==> config.mk <==
export PLATFORM = sky130hd
export DESIGN_NAME = seq_alu
export DESIGN_NICKNAME = d
export VERILOG_FILES = /design/src/rtl/seq_alu.sv
export SDC_FILE = /design/constraint.sdc
export NUM_CORES = 1
export LEC_CHECK = 0
export ABC_AREA = 1
export CORE_MARGIN = 1
export CORE_UTILIZATION = 50
export CTS_BUF_LIST = sky130_fd_sc_hd__clkbuf_2 sky130_fd_sc_hd__clkbuf_4 sky130_fd_sc_hd__clkbuf_8
export CTS_CLUSTER_SIZE = 40
export DETAILED_ROUTE_END_ITERATION = 16
export GPL_TIMING_DRIVEN = 0
export PLACE_DENSITY_LB_ADDON = 0.12
export SYNTH_ARGS = -nofsm -noshare
export SYNTH_HDL_FRONTEND = slang
export SYNTH_SLANG_ARGS = --single-unit
==> constraint.sdc <==
create_clock -name clk -period 3.7 [get_ports clk]
set_clock_uncertainty 0.05 [all_clocks]
set_input_delay 0.74 -clock clk [delete_from_list [all_inputs] [get_ports clk]]
set_output_delay 0.74 -clock clk [all_outputs]
set_load 0.01 [all_outputs]
==> src/rtl/seq_alu.sv <==
// Sequential ALU with a valid/ready handshake on both sides.
// Single-cycle ops finish at acceptance; shifts move one bit per clock.
module seq_alu #(
  parameter int WIDTH = 32,
  parameter int SHW   = $clog2(WIDTH)
) (
  input  logic             clk,
  input  logic             rst_n,
  input  logic             in_valid,
  output logic             in_ready,
  input  logic [WIDTH-1:0] a,
  input  logic [WIDTH-1:0] b,
  input  logic [2:0]       op,
  output logic             out_valid,
  input  logic             out_ready,
  output logic [WIDTH-1:0] result,
  output logic [3:0]       flags
);

  localparam logic [2:0] OP_ADD  = 3'b000;
  localparam logic [2:0] OP_SUB  = 3'b001;
  localparam logic [2:0] OP_AND  = 3'b010;
  localparam logic [2:0] OP_XOR  = 3'b011;
  localparam logic [2:0] OP_SLL  = 3'b100;
  localparam logic [2:0] OP_SRL  = 3'b101;
  localparam logic [2:0] OP_SRA  = 3'b110;
  localparam logic [2:0] OP_DIFF = 3'b111;

  typedef enum logic [1:0] {IDLE = 2'd0, BUSY = 2'd1, DONE = 2'd2} state_t;

  state_t           state, state_next;
  logic             started;
  logic             accept;
  logic [SHW-1:0]   amt;
  logic [SHW-1:0]   cnt;
  logic             is_shift;
  logic             multi;
  logic [2:0]       op_q;
  logic [WIDTH-1:0] work;
  logic [WIDTH-1:0] shift_next;
  logic             shift_out;
  logic [WIDTH:0]   sum;
  logic [WIDTH-1:0] diff_bits;
  logic [SHW-1:0]   diff_idx;
  logic [WIDTH-1:0] calc_res;
  logic             calc_c;
  logic             calc_v;

  assign accept   = in_valid && in_ready;
  assign amt      = b[SHW-1:0];
  assign is_shift = (op == OP_SLL) || (op == OP_SRL) || (op == OP_SRA);
  assign multi    = is_shift && (amt != '0);

  // started keeps in_ready low until the first edge after reset release
  always_ff @(posedge clk or negedge rst_n) begin
    if (!rst_n) begin
      state   <= IDLE;
      started <= 1'b0;
    end else begin
      state   <= state_next;
      started <= 1'b1;
    end
  end

  always_comb begin
    state_next = state;
    case (state)
      IDLE:    if (accept) state_next = multi ? BUSY : DONE;
      BUSY:    if (cnt == SHW'(1)) state_next = DONE;
      DONE:    if (out_ready) state_next = IDLE;
      default: state_next = IDLE;
    endcase
  end

  always_comb begin
    in_ready  = (state == IDLE) && started;
    out_valid = (state == DONE);
  end

  always_comb begin
    sum       = '0;
    calc_res  = '0;
    calc_c    = 1'b0;
    calc_v    = 1'b0;
    diff_bits = a ^ b;
    diff_idx  = SHW'(WIDTH - 1);
    // descending scan leaves the lowest set index; all-zero keeps WIDTH-1
    for (int i = WIDTH - 1; i >= 0; i--) begin
      if (diff_bits[i]) diff_idx = SHW'(i);
    end
    case (op)
      OP_ADD: begin
        sum      = {1'b0, a} + {1'b0, b};
        calc_res = sum[WIDTH-1:0];
        calc_c   = sum[WIDTH];
        calc_v   = (a[WIDTH-1] == b[WIDTH-1]) && (calc_res[WIDTH-1] != a[WIDTH-1]);
      end
      OP_SUB: begin
        sum      = {1'b0, a} + {1'b0, ~b} + {{WIDTH{1'b0}}, 1'b1};
        calc_res = sum[WIDTH-1:0];
        calc_c   = sum[WIDTH];
        calc_v   = (a[WIDTH-1] != b[WIDTH-1]) && (calc_res[WIDTH-1] != a[WIDTH-1]);
      end
      OP_AND:  calc_res = a & b;
      OP_XOR:  calc_res = a ^ b;
      OP_DIFF: calc_res = {{(WIDTH-SHW){1'b0}}, diff_idx};
      default: calc_res = a;  // zero-amount shifts pass a through
    endcase
  end

  // SRA keeps work[WIDTH-1] fixed, so it always holds the original sign
  always_comb begin
    shift_next = work;
    shift_out  = 1'b0;
    case (op_q)
      OP_SLL: begin
        shift_next = {work[WIDTH-2:0], 1'b0};
        shift_out  = work[WIDTH-1];
      end
      OP_SRL: begin
        shift_next = {1'b0, work[WIDTH-1:1]};
        shift_out  = work[0];
      end
      OP_SRA: begin
        shift_next = {work[WIDTH-1], work[WIDTH-1:1]};
        shift_out  = work[0];
      end
      default: ;
    endcase
  end

  always_ff @(posedge clk or negedge rst_n) begin
    if (!rst_n) begin
      op_q   <= '0;
      work   <= '0;
      cnt    <= '0;
      result <= '0;
      flags  <= '0;
    end else if (accept) begin
      op_q <= op;
      work <= a;
      cnt  <= amt;
      if (!multi) begin
        result <= calc_res;
        flags  <= {calc_c, calc_v, (calc_res == '0), calc_res[WIDTH-1]};
      end
    end else if (state == BUSY) begin
      work <= shift_next;
      cnt  <= cnt - SHW'(1);
      if (cnt == SHW'(1)) begin
        result <= shift_next;
        flags  <= {shift_out, 1'b0, (shift_next == '0), shift_next[WIDTH-1]};
      end
    end
  end

endmodule

==> results of run 1 <==
==> timing repair <==
action / CTS / global route
gates cloned: 0 / 4
resized for setup: 89 / 297
setup endpoints to repair: 16 / 20
buffers inserted: 13 / 69
pin swaps: 12 / 75
endpoints found under the hold margin: 0 / 0
==> layer usage <==
layer	up-vias	global-route usage (%)
li1	5335	-
met1	5304	51.7
met2	734	61.7
met3	106	4.07
met4	0	10.7
met5	-	0
==> logic make-up (layout without fill, tap and decap cells) <==
| logic type | after synthesis | in the layout | share of synthesized area (%) |
|---|---|---|---|
| adder cells (fa/ha/maj) | 68 | 68 | 9.48 |
| buffers and inverters | 294 | 504 | 12.7 |
| AND/OR/NAND/NOR | 559 | 559 | 26.1 |
| AO/OA/AOI/OAI | 442 | 442 | 29.5 |
| other | 1 | 1 | 0.0411 |
| XOR/XNOR | 8 | 8 | 0.767 |
| flip-flops | 78 | 78 | 21.4 |
==> worst paths after layout <==
check | slack (ns) | end | cells after the start
hold reg to reg | 0.43 | result[26] | 2
setup reg to reg | 0.40 | flags[1] | 12
hold / removal | 0.24 | started | 1
min in group clk | 0.43 | result[26] | 2
max in group asynchronous | 2.77 | result[28] | 2
setup / recovery | -0.05 | flags[1] | 15
==> layout by cell type (no fill, tap or decap), types with 32 or more instances in the layout <==
cell type | netlist | routed
nand3_1 | 68 | 58
nand2_2 | 7 | 33
dlymetal6s2s_1 | 0 | 42
inv_1 | 209 | 181
a21oi_1 | 147 | 112
clkbuf_1 | 45 | 34
o22ai_1 | 33 | 33
a21oi_2 | 6 | 32
clkdlybuf4s50_1 | 0 | 51
inv_2 | 9 | 34
nand2_1 | 313 | 278
dfrtp_1 | 78 | 78
ha_1 | 66 | 45
buf_4 | 11 | 82
nor2_1 | 108 | 94
o21ai_0 | 106 | 90
o221ai_1 | 36 | 35
==> final cells by class <==
class / count / area (µm²)
clock buffer: 11 / 145
fill: 1575 / 5300
clock inverter: 5 / 58.8
tap: 229 / 287
sequential: 78 / 1950
inverter: 221 / 846
timing repair buffer: 195 / 1820
multi-input combinational: 1078 / 7040
buffer: 72 / 457
==> flip-flops by register name (all words and copies together) (netlist names) <==
name	cells
work	32
started	1
flags	4
op_q	3
cnt	5
state	2
result	31
==> worst max-delay path, cell delays in order <==
cell and delay [ns]:
clkdlybuf4s50_1 0.54, nand2_1 0.10, nor2_1 0.68, inv_1 0.31, clkbuf_1 0.39, o211ai_1 0.31
a31oi_1 0.10, o21ai_1 0.24, nor2_1 0.09, nand3_1 0.09, nor2_2 0.04, nand4_1 0.07
nor2_1 0.06, nand2_1 0.10, a21oi_2 0.06
==> metrics by stage <==
stage          setup WS (ns)  util, %
2_1_floorplan          0.454        -
3_3_place_gp           -1.04     58.7
3_5_place_dp          -0.986     58.8
4_1_cts               -0.155     62.0
5_1_grt              -0.0796     70.4
6_report             -0.0465     70.4
==> power by group through the flow <==
stage	sequential, µW	clock, µW	combinational (µW)
finish	1450	667	3970
CTS	1450	664	3550
floorplan	1510	0	2130
detailed placement	1470	0	3460
global route	1490	700	4280
global placement	1450	0	3440
==> impl_results.md, run 1 <==
- Worst r2r src: op_q[2]
- Clock power share: 10.9%
- Total GRT Usage: 37.6%
- Final WS setup: -0.0465 ns
- Number of port buffers: 108
- # H-tree levels: 3
- Most frequent cell after synthesis: nand2_1
- Starting Density: 51.0%
- Net Sw Frac: 49.2%
- Top_reg_cell synth: dfrtp_1
- Slew Limit Headroom: 40.8%
- M1 WL: 15400 µm
- Chip height: 137 µm
- DR WL met2: 17500 µm
- Max-Cap Viols: 0
- DR vias: 11500
- Worst-Skew Late Latency: 0.38 ns
- Met3 WL post-DR: 3670 µm
- Global-route wire length before repair: 53300 µm
- Final Net Count: 1794
- Clock slew at reported path FFs: 0.09 ns
- Pwr Density: 484 nW/µm²
- Site row count: 49
- Initial DRC Count: 1520
- Initial antenna violation count: 0
- Register area share after synthesis: 21.4%
- Final wirelength: 37700 µm
- TritonCTS buffer count: 9
- DP Area: 10500 µm²
- Post-Synthesis Net Count: 1589
- Syn_area_per_cell: 6.30 µm²
- DRC: 0
- Fin crit period: 3.75 ns
- Crit end category: flip-flop
- Final setup viols: 1
- Hold WS: 0.245 ns
- Max Used Layer: met4
- #FFs+latches synth: 78
- Combinational power share: 65.2%
- Net Sw Power: 3000 µW
- Async set-or-reset flop fraction in the synthesized netlist: 100%
- Worst-margin pin slew: 0.885 ns
- Run status: complete, but fails checks
- Power Total: 6090 µW
- Post-synth top cells: 313 x nand2_1, 209 x inv_1, 147 x a21oi_1
- TNS Setup: -0.0465 ns
- Number of global-route vias before repair: 9756
- Crit path DAT: 3.96 ns
- Cell area after synthesis: 9130 µm²
- Synth cell types: 55
- CP startpoint kind: input pin
- Synth warn: 0
- Number of antenna diodes: 0
- P_leak: 0.00616 µW
- Register share of total power: 23.9%
- Core Box Area: 17900 µm²
- Hold/Removal Path Class: input pin to asynchronous set/reset pin
- Crit path kind: input pin to flip-flop
- Horiz. Die Dim: 137 µm
- Dominant cell type by area after synthesis: dfrtp_1
- DP HPWL: 28700 µm
- Antenna Nets Post-Route: 0
- Post-synth EDFFs: 0
- Worst Setup SP: op[0]
- Final Hold Viols: 0
- Clk root buf: clkbuf_8
- Share of cells above drive strength 1: 22.8%
- Pin count of the biggest net entering global routing: 49
- Internal power: 3090 µW
- Routability cong.: 1.00
- CTS tree: yes
- Final period utilization: 101%
- RSZ-0062 raised after global routing: true
- Placed Cells: 1788
- Maximum VDD drop: 0.000518 V
- Ports: 109
- Clk buf depth: 2
- Fin area: 12600 µm²
- CTS Sinks: 78
- Critical path fanouts, max: 10
- Synth top area share: 21.4%
- Die ar.: 18800 µm²
- Area grow syn2layout: 38.0%
- Fmax: 267 MHz
- Wire length per cell: 20.0 µm
- Drt via density: 6.08
- Mapped Cells: 1450
- First-pass detailed-route iteration total: 6
- Grt ovf: 0
- Failing checks: negative setup slack
- Slew Viols, Final: 0
- Number of hold buffers added after CTS: 0
- Area contributors post-synth: dfrtp_1 21%, nand2_1 13%, ha_1 9.0%, inv_1 8.6%, a21oi_1 8.1%
- Worst path required time: 3.91 ns
- Post-Layout Cell Count: 1889
No activity file was read; power rests on OpenSTA's default activity.
==> run 2: changes to the inputs <==
Settings changed: SKIP_CTS_REPAIR_TIMING set to 1, TNS_END_PERCENT set to 5.
==> run 2 against run 1 <==
The flow still finishes with violations (negative setup slack). Count of clock-buffer cells in the layout unchanged. Die area unchanged. Highest routed layer unchanged. Register-to-register slack got worse by 0.04 ns.
==> impl_results.md, run 2 (same netlist as run 1, synthesis figures left out) <==
- Layout filler cell count: 1568
- DR vias: 11500
- Worst-margin pin slew: 0.765 ns
- Clk buf depth: 2
- Largest regs: work (32), result (31), cnt (5)
- Final wirelength: 37500 µm
- Worst path bufs/invs: 2
- Starting Density: 51.0%
- Clk root buf: clkbuf_8
- Worst-Skew Late Latency: 0.37 ns
- Max reg flops: 32
- Net Sw Frac: 49.3%
- Power Total: 6060 µW
- Clock power share: 11.0%
- Core Box Area: 17900 µm²
- DP HPWL: 28700 µm
- Final setup viols: 1
- Number of global-route vias before repair: 9583
- Crit-path cells: clkdlybuf4s50_1 > nor2_1 > nand2_1 > clkinvlp_4 > nand2_1 > a31oi_1 > o22ai_1 > nand2_1 > nor2_1 > nand2_1 > nor2_2 > nand3_1 > nor2_1 > nand3_1 > nor2_1 > nand4_1 > nor2_2 > nand2_2 > a21oi_2
- Slowest stage delay, CP: 0.62 ns
- Site row count: 49
- Fmax: 265 MHz
- Hold/Removal Path Class: input pin to asynchronous set/reset pin
- CP startpoint kind: input pin
- Antenna Nets Post-Route: 0
- Area grow syn2layout: 36.9%
- TritonCTS buffer count: 9
- Crit path DAT: 4.03 ns
- Pwr Density: 485 nW/µm²
- Number of port buffers: 108
- Horiz. Die Dim: 137 µm
- # H-tree levels: 3
- Clock slew at reported path FFs: 0.09 ns
- FF+latch area: 1950 µm²
- Initial antenna violation count: 0
- First-pass detailed-route iteration total: 6
- Net Sw Power: 2990 µW
- Internal power: 3080 µW
- R2R depth: 12
- Stages on the worst setup path: 19
- Critical path fanouts, max: 9
- Grt ovf: 0
- Core Util, Final: 69.9%
- Worst Setup SP: op[2]
- Flop2flop setup slack: 0.36 ns
- Final Net Count: 1780
- CTS Sinks: 78
- Ports: 109
- Fin crit period: 3.78 ns
- Wire length per cell: 20.0 µm
- Final WS setup: -0.0753 ns
- CP delay by family, top: simple AND/OR/NAND/NOR gates
- Register with the most flip-flops: work
- CTS tree: yes
- Pin count of the biggest net entering global routing: 49
- Crit end category: flip-flop
- Routability cong.: 1.00
- Final period utilization: 102%
- Die ar.: 18800 µm²
- Post-Layout Cell Count: 1875
- TNS Setup: -0.0753 ns
- Failing checks: negative setup slack
- Number of antenna diodes: 0
- Run status: complete, but fails checks
- Maximum VDD drop: 0.000519 V
- Max-Cap Viols: 0
- Most frequent cells in the layout: 282 x nand2_1, 178 x inv_1, 114 x a21oi_1
- Capture point of the worst reg-to-reg path: flags[1]
- Chip height: 137 µm
- Crit path kind: input pin to flip-flop
- Slew Limit Headroom: 48.8%
- Area of the multi-input gates: 7010 µm²
- Global-route wire length before repair: 52300 µm
- RSZ-0062 raised after global routing: true
- Leading cell type in the layout, fill and taps excluded: nand2_1
- End of the critical path: flags[1]
- Worst path required time: 3.95 ns
- Combinational power share: 65.1%
- Initial DRC Count: 1568
- DRC: 0
- Placed Cells: 1788
- P_leak: 0.00615 µW
- Worst r2r src: op_q[2]
- Slew Viols, Final: 0
- Register share of total power: 23.9%
- Max stage delay cell, worst path: clkdlybuf4s50_1
- Drt via density: 6.11
- Total GRT Usage: 36.9%
- Share of cells above drive strength 1: 21.7%
- Final Hold Viols: 0
## run 2: cell types whose count changed in the layout (fill, tap and decap cells not counted), sizes merged
| cell | before | now |
|---|---|---|
| dlymetal6s2s | 42 | 52 |
| clkbuf | 60 | 59 |
| buf | 116 | 101 |
| dlygate4sd2 | 9 | 0 |
| clkdlybuf4s50 | 51 | 52 |
## run 2: worst min path at each step
stage | end | cells past startpoint | slack [ns]
final | started | 1 | 0.25
after detailed placement | result[26] | 2 | 0.42
after floorplan | cnt[0] | 0 | 0.39
after global placement | result[8] | 2 | 0.41
after CTS | started | 1 | 0.26
after global routing | started | 1 | 0.28
## run 2: metrics by stage
stage          setup slack (ns)  instance area (µm²)  hold slack, ns
6_report                -0.0753                12500           0.247
5_1_grt                 -0.0934                12500           0.276
4_1_cts                  -0.624                10700           0.260
3_5_place_dp             -0.986                10500           0.415
3_3_place_gp              -1.04                10500           0.413
2_1_floorplan             0.454                 9130           0.394
## run 2: cell type report
cell class                      instances  area share (%)
Clock buffer                           11            1.16
Multi-Input combinational cell       1078            56.0
Buffer                                 72            3.60
Tap cell                              229            2.29
Inverter                              221            6.74
Clock inverter                          5           0.470
Sequential cell                        78            15.6
Timing Repair Buffer                  181            14.1
## run 2: power by group through the flow
stage	Sequential, µW	Combinational, µW	Clock (µW)
2_1_floorplan	1510	2130	0
3_3_place_gp	1450	3440	0
3_5_place_dp	1470	3460	0
4_1_cts	1450	3480	664
5_1_grt	1490	4250	701
6_report	1450	3940	666
## run 2: routing by layer
layer  global-route usage (%)  share of wire (%)  vias up
li1                         -                  -     5312
met1                     50.8                 41     5289
met2                     60.4                 46      768
met3                     4.48                 10       90
met4                     10.4                2.8        0
met5                        0                  0        -
==> run 3: changes to the inputs <==
Settings changed: CELL_PAD_IN_SITES_DETAIL_PLACEMENT set to 1, CELL_PAD_IN_SITES_GLOBAL_PLACEMENT set to 1, CORE_UTILIZATION 50 to 45, PLACE_DENSITY_LB_ADDON 0.12 to 0.1.
==> run 3 against run 2 <==
The flow still finishes with violations (negative setup slack). Clock power up 2%. Critical path depth down 1. Global-route usage up 1.5 points. Design area down 2.6%. Via count up 3.2%. Worst setup slack worse by 0.30 ns. Count of clock-buffer cells in the layout unchanged. Hold slack better by 0.035 ns. First-iteration DRC count down 31%. Utilization down 7.9 points.
==> impl_results.md, run 3 (same netlist as run 1, synthesis figures left out) <==
- Worst-margin pin slew: 1.01 ns
- Critical path fanouts, max: 10
- Fin area: 12200 µm²
- Number of antenna diodes: 0
- Grt ovf: 0
- Pwr Density: 510 nW/µm²
- Final Net Count: 1762
- Crit end category: flip-flop
- TNS Setup: -1.85 ns
- Share of cells above drive strength 1: 17.9%
- Crit path DAT: 4.28 ns
- Antenna Nets Post-Route: 0
- Starting Density: 46.5%
- Final period utilization: 110%
- Max-Cap Viols: 0
- Final Hold Viols: 0
- Max reg flops: 32
- Slew Viols, Final: 0
- P_leak: 0.00581 µW
- Worst-Skew Late Latency: 0.38 ns
- RSZ-0062 raised after global routing: true
- Crit-path cells: clkdlybuf4s50_1 > inv_1 > nor3_1 > inv_1 > buf_2 > clkbuf_1 > a21oi_1 > o21ai_0 > nand3_1 > o21ai_2 > nand2_1 > nor3_2 > nand3_2 > nor2_2 > nand4_1 > nor2_2 > nand2_1 > a21oi_2
- Pin count of the biggest net entering global routing: 42
- Worst Setup SP: op[0]
- DRC: 0
- Hold WS: 0.281 ns
- Register share of total power: 23.6%
- CTS tree: yes
- Area grow syn2layout: 33.4%
- Layout filler cell count: 2616
- Horiz. Die Dim: 144 µm
- Ports: 109
- Clk root buf: clkbuf_8
- Core Box Area: 19700 µm²
- Combinational power share: 65.4%
- Most frequent cells in the layout: 291 x nand2_1, 196 x inv_1, 121 x a21oi_1
- Global-route wire length before repair: 60600 µm
- Clk buf depth: 2
- Slowest stage delay, CP: 0.79 ns
- Crit path kind: input pin to flip-flop
- Worst path required time: 3.91 ns
- Post-Layout Cell Count: 1893
- Final WS setup: -0.372 ns
- DP Area: 10600 µm²
- Register with the most flip-flops: work
- Drt via density: 6.24
- Fin crit period: 4.07 ns
- DR vias: 11800
- TritonCTS buffer count: 9
- Maximum VDD drop: 0.000215 V
- Slew Limit Headroom: 32.1%
- Leading cell type in the layout, fill and taps excluded: nand2_1
- Initial antenna violation count: 0
- Net Sw Frac: 51.0%
- Run status: complete, but fails checks
- Area of the multi-input gates: 6860 µm²
- Final setup viols: 13
- CP startpoint kind: input pin
- FF+latch area: 1950 µm²
- Clock power share: 11.0%
- Final wirelength: 43200 µm
- Fmax: 246 MHz
- Total GRT Usage: 38.5%
- Number of global-route vias before repair: 11100
- Chip height: 144 µm
- # H-tree levels: 3
- Internal power: 3040 µW
- Worst r2r src: op_q[2]
- Core Util, Final: 62.0%
- Max stage delay cell, worst path: nor3_1
- Hold/Removal Path Class: input pin to asynchronous set/reset pin
- Failing checks: negative setup slack
- Wire length per cell: 22.8 µm
- Net Sw Power: 3170 µW
- DP HPWL: 32900 µm
- Largest regs: work (32), result (31), cnt (5)
- Die ar.: 20900 µm²
- Placed Cells: 1824
- CTS Sinks: 78
- First-pass detailed-route iteration total: 5
- Site row count: 51
- Initial DRC Count: 1084
- Number of port buffers: 108
- Clock slew at reported path FFs: 0.08 ns
- Routability cong.: 0.976
==> run 3: changes by cell type in the layout (fill, tap and decap cells not counted), moves of 8 or more <==
cell / before / now
buf_4: 69 / 53
inv_1: 178 / 196
dlymetal6s2s_1: 52 / 29
nand2_1: 282 / 291
inv_2: 38 / 17
ha_4: 21 / 12
ha_1: 44 / 52
clkdlybuf4s50_1: 52 / 78
==> run 3: area by class of cell <==
| cell class | instances | share of cell area (%) |
|---|---|---|
| timing repair buffer | 163 | 12.9 |
| inverter | 221 | 6.97 |
| clock inverter | 5 | 0.483 |
| tap | 265 | 2.72 |
| clock buffer | 11 | 1.19 |
| buffer | 72 | 3.44 |
| sequential | 78 | 16.0 |
| multi-input combinational | 1078 | 56.3 |
==> run 3: critical path: cells and delay by family <==
kind	cells	cell delay (ns)
simple gates	9	1.47
buf+inv	5	1.57
compound gates	4	0.49
==> run 3: worst paths after layout <==
kind / end / slack [ns] / cells past startpoint
hold / removal: started / 0.28 / 1
min in group clk: result[21] / 0.44 / 2
setup reg to reg: flags[1] / 0.19 / 12
max in group asynchronous: work[30] / 2.71 / 2
hold reg to reg: result[21] / 0.44 / 2
setup / recovery: flags[1] / -0.37 / 18
==> run 3: through the flow <==
step	total power, µW	setup WS, ns
floorplan	3640	0.454
global placement	4910	-1.25
detailed placement	5050	-1.32
CTS	5750	-0.963
global route	6570	-0.552
finish	6210	-0.372
==> run 3: power by group through the flow <==
stage | registers [µW] | logic, µW | clock network (µW)
detailed placement | 1470 | 3580 | 0
global route | 1510 | 4360 | 700
global placement | 1440 | 3460 | 0
CTS | 1460 | 3620 | 673
floorplan | 1510 | 2130 | 0
finish | 1460 | 4060 | 682
==> run 3: per-layer routing <==
| layer | wire length [µm] | part of all wire (%) | vias to the layer above | GRT usage, % |
|---|---|---|---|---|
| met5 | 0 | 0 | - | 0 |
| met3 | 3720 | 8.6 | 154 | 4.11 |
| li1 | - | - | 5273 | - |
| met1 | 17500 | 40 | 5745 | 51.1 |
| met2 | 20100 | 46 | 648 | 64.1 |
| met4 | 1910 | 4.4 | 0 | 14.0 |
